--- src/rtl/count_mod60_pkg.sv ---
// Shared constants for the modulo-60 BCD counter.
package count_mod60_pkg;
  localparam int DIGIT_W      = 4;  // one BCD digit
  localparam int ONES_MAX_DEF = 9;  // ones digit terminal value
  localparam int TENS_MAX_DEF = 5;  // tens digit terminal value
endpackage

--- src/rtl/count_mod60_digit.sv ---
// Single BCD digit counter: counts 0..MAX when enabled, wraps to 0, and
// raises tc when the next enabled edge will wrap. Any out-of-range value
// (only reachable by forcing) is pulled back to 0 on the next enabled edge.
module bcd_digit_counter
  import count_mod60_pkg::*;
#(
  parameter int MAX = 9
) (
  input  logic               clk,
  input  logic               rst,
  input  logic               en,
  output logic [DIGIT_W-1:0] q,
  output logic               tc
);
  localparam logic [DIGIT_W-1:0] MAX_Q = MAX[DIGIT_W-1:0];

  // Digit register: async clear, advance or wrap on enabled edges
  always_ff @(posedge clk or negedge rst) begin
    if (!rst)
      q <= '0;
    else if (en)
      q <= (q >= MAX_Q) ? '0 : q + {{(DIGIT_W-1){1'b0}}, 1'b1};
  end

  // Terminal count is combinational so a cascaded stage sees it same-cycle
  assign tc = en & (q == MAX_Q);
endmodule

--- src/rtl/count_mod60.sv ---
// Modulo-60 counter from two cascaded BCD digits (ones 0..9, tens 0..5).
// co is high for the single enabled cycle before the 59 -> 00 wrap and is
// meant to drive the en of the next stage in a clock/timer chain.
module count_mod60
  import count_mod60_pkg::*;
#(
  parameter int ONES_MAX = ONES_MAX_DEF,
  parameter int TENS_MAX = TENS_MAX_DEF
) (
  input  logic               clk,
  input  logic               rst,
  input  logic               en,
  output logic [DIGIT_W-1:0] count,
  output logic               co,
  output logic [DIGIT_W-1:0] tens
);
  logic ones_tc;

  // Ones digit advances on every enabled edge
  bcd_digit_counter #(.MAX(ONES_MAX)) u_ones (
    .clk (clk),
    .rst (rst),
    .en  (en),
    .q   (count),
    .tc  (ones_tc)
  );

  // Tens digit advances only when the ones digit wraps
  bcd_digit_counter #(.MAX(TENS_MAX)) u_tens (
    .clk (clk),
    .rst (rst),
    .en  (ones_tc),
    .q   (tens),
    .tc  (co)
  );
endmodule

--- config.mk ---
export PLATFORM = sky130hd
export DESIGN_NAME = count_mod60
export DESIGN_NICKNAME = d
export VERILOG_FILES = /design/src/rtl/count_mod60_pkg.sv /design/src/rtl/count_mod60_digit.sv /design/src/rtl/count_mod60.sv
export SDC_FILE = /design/constraint.sdc
export NUM_CORES = 1
export LEC_CHECK = 0
export CORE_AREA = 10 10 47 49
export CTS_BUF_LIST = sky130_fd_sc_hd__clkbuf_16
export CTS_CLUSTER_SIZE = 25
export DETAILED_ROUTE_END_ITERATION = 8
export DIE_AREA = 0 0 57 59
export PLACE_DENSITY_LB_ADDON = 0.05
export SLEW_MARGIN = 25
export SYNTH_ARGS = -nofsm -noshare
export SYNTH_HDL_FRONTEND = slang
export SYNTH_HIERARCHICAL = 1
export SYNTH_SLANG_ARGS = --single-unit
--- constraint.sdc ---
create_clock -name clk -period 4.69 [get_ports clk]
set_clock_uncertainty 0.2 [all_clocks]
set_input_delay 1.1725 -clock clk [delete_from_list [all_inputs] [get_ports clk]]
set_output_delay 1.1725 -clock clk [all_outputs]
set_load 0.01 [all_outputs]
==> results <==
cell families after synthesis:
group / count (synthesis) / share of synthesized area [%]
adder cells (fa/ha/maj): 6 / 14.9
flip-flops: 8 / 39.8
AO/OA/AOI/OAI: 13 / 20.1
XOR/XNOR: 1 / 1.74
AND/OR/NAND/NOR: 11 / 15.2
buffers and inverters: 8 / 6.22
multiplexers: 1 / 1.99
power groups by stage:
stage	Clock, mW	Combinational, mW	Sequential [mW]
finish	0.140	0.214	0.143
global route	0.147	0.237	0.150
CTS	0.143	0.218	0.143
detailed placement	0	0.217	0.143
global placement	0	0.205	0.140
floorplan	0	0.110	0.147
routing by layer:
metal | global-route usage [%] | vias up | wire length [um]
li1 | - | 198 | -
met1 | 6.68 | 191 | 400
met2 | 14.0 | 13 | 638
met3 | 5.15 | 4 | 141
met4 | 5.03 | 0 | 18
met5 | 0 | - | 0
placed cells by master (no fill, tap or decap), drive strengths merged, types with 2 or more instances in the layout:
cell type	count
a31oi	3
a32o	2
and2b	2
and3	2
clkbuf	3
clkdlybuf4s50	11
dfrtp	8
ha	6
inv	7
nand2	3
nand2b	2
o21ai	4
how the worst max path moves through the flow:
stage / from / to / slack [ns] / cells after the start
6_report: en / co / 0.38 / 6
3_3_place_gp: en / co / 0.43 / 6
3_5_place_dp: en / co / 0.39 / 6
4_1_cts: en / co / 0.39 / 6
2_1_floorplan: en / co / 1.22 / 5
5_1_grt: en / co / 0.28 / 6
stage by stage:
stage,std cells,hold WS (ns),setup slack [ns],power (mW)
finish,78,0.355,0.383,0.497
global route,78,0.416,0.282,0.534
CTS,78,0.365,0.389,0.504
detailed placement,75,0.344,0.391,0.360
global placement,75,0.337,0.428,0.345
floorplan,48,0.355,1.22,0.258
final cells by class:
cell class,instances,area [um^2]
clock buffers,3,75.1
inverters,7,26.3
repair buffers,12,118
well taps,16,20.0
fillers,138,691
multi-input cells,32,272
flip-flops and latches,8,200
critical path, stage by stage:
cell and delay (ns):
clkdlybuf4s50_1 0.48, and2b_2 0.16, and3_1 0.24, and2b_1 0.19
and3_1 0.16, clkdlybuf4s50_1 0.53
flip-flops by register name, indices dropped and copies added, names as in the netlist:
signal    flops
u_ones/q      4
u_tens/q      4
==> summary.md <==
| Metric | Value |
|---|---|
| Most used DFF post-synth | dfrtp_1 |
| WL final | ~1200 um |
| Die Ht | 59 um |
| Clock share of power | 28.2% |
| Cell-internal power | 321 uW |
| Flop pwr share | between 20% and 30% |
| Peak supply drop | 0.348 mV |
| Finished Core Util | 50.7% |
| Largest net degree at the start of global routing | 9 |
| Final setup viols | 0 |
| Cell area after layout | 711 um^2 |
| Flop2flop setup slack | 2.96 ns |
| Crit end category | output pin |
| DR vias | 406 |
| Setup CP Type | primary input to output pin |
| Post-DR wirelength/cell | 15.4 um |
| Row Count | 14 |
| RSZ-0062 raised after global routing | false |
| Placed inst area | 636 um^2 |
| Commonest cells in the netlist | dfrtp_1 (8), inv_1 (7), ha_1 (6) |
| Synth area leaders | dfrtp_1 (40%), ha_1 (15%), inv_1 (5.2%), a32o_1 (4.0%), a31oi_1 (3.7%) |
| Outcome | complete, no violations |
| Detailed Place HPWL | between 900 and 1000 um |
| CTS tree | built |
| Nets | 73 |
| Iter 0 DRT Violations | 4 |
| Combinational share of power | 43.1% |
| Sw frac | 35.3% |
| Reported net switching power | 175 uW |
| Sequential area share after synthesis | 39.8% |
| Initial Util | ~36% |
| Yosys top cell area share | 39.8% |
| # diodes | 0 |
| Endpoints failing hold | 0 |
| Critical path required time | approximately 3.3 ns |
| Clock latency on the worst-skew pair | about 0.23 ns |
| GPL Wtd Cong | 0.781 |
| Worst setup SP type | primary input |
| Synth unique cells | 22 |
| CTS Buf Count | 3 |
| Syn Nets | 57 |
| Routed Antenna Nets | 0 |
| Rel. slew slack | 76.7% |
| CTS H-tree depth | 1 |
| Die width | 57 um |
| First-pass GRT wire length | 2080 um |
| Leak Pwr | 0.326 nW |
| Drt pass-1 iters | 4 |
| Most common cell in the netlist | dfrtp_1 |
| Post-Syn Area | 503 um^2 |
| Post-route clock period utilization | 91.8% |
| Clk slew on worst S/H paths | 0.04 ns |
| Total GRT Usage | 8.02% |
| Post-CTS Resized | 0 |
| Syn Area/Cell | 10.5 um^2 |
| IO Count | 12 |
| Area grow syn2layout | 41.3% |
| Post-synthesis cell count | 48 |
| Worst hold path endpoint | u_tens/q[3] |
| Root Buffer | clkbuf_16 |
| Worst Reg-to-Reg Cells | 5 |
| CTS Sinks | 8 |
| Initial antenna violation count | 0 |
| Hold depth | 2 |
| Core area | 1400 um^2 |
| Max Slew Vio Count | 0 |
| PortBufs | 11 |
| Max cap viols | 0 |
| Hold path startpoint | u_tens/q[3] |
| CTS max path bufs | 2 |
| PwrDens | 699 nW/um^2 |
| Die ar. | 3360 um^2 |
| Crit-path max FO | 5 |
| Synth Register Bits | 8 |
| FMAX | around 230 MHz |
| Post-synth ARST share | 100% |
| Final Critical Period | ~4.3 ns |
| Vias per cell | approximately 5.2 |
| Number of global-route vias before repair | about 470 |
| Cell taking the most area after synthesis | dfrtp_1 |
| Synthesis Warnings | 6 |
| R2R Path End | u_tens/q[3] |
| Gr ovfl total | 0 |
| WP data arrival | slightly below 3 ns |
| DRC viols | 0 |
| Worst slew pin tran | 0.349 ns |
| Cts-stage hold buffer count | 0 |
| Setup Fix Bufs, Post-CTS | 0 |
| Hold Crit Class | register to register |
| Setup_tns | 0 ns |
| Worst reg2reg startpoint | u_ones/q[1] |
| Layout cells sized above 1 | 12.9% |
| EDFF count, synth | 0 |
Note: power is estimated with default switching activity, not from simulation.
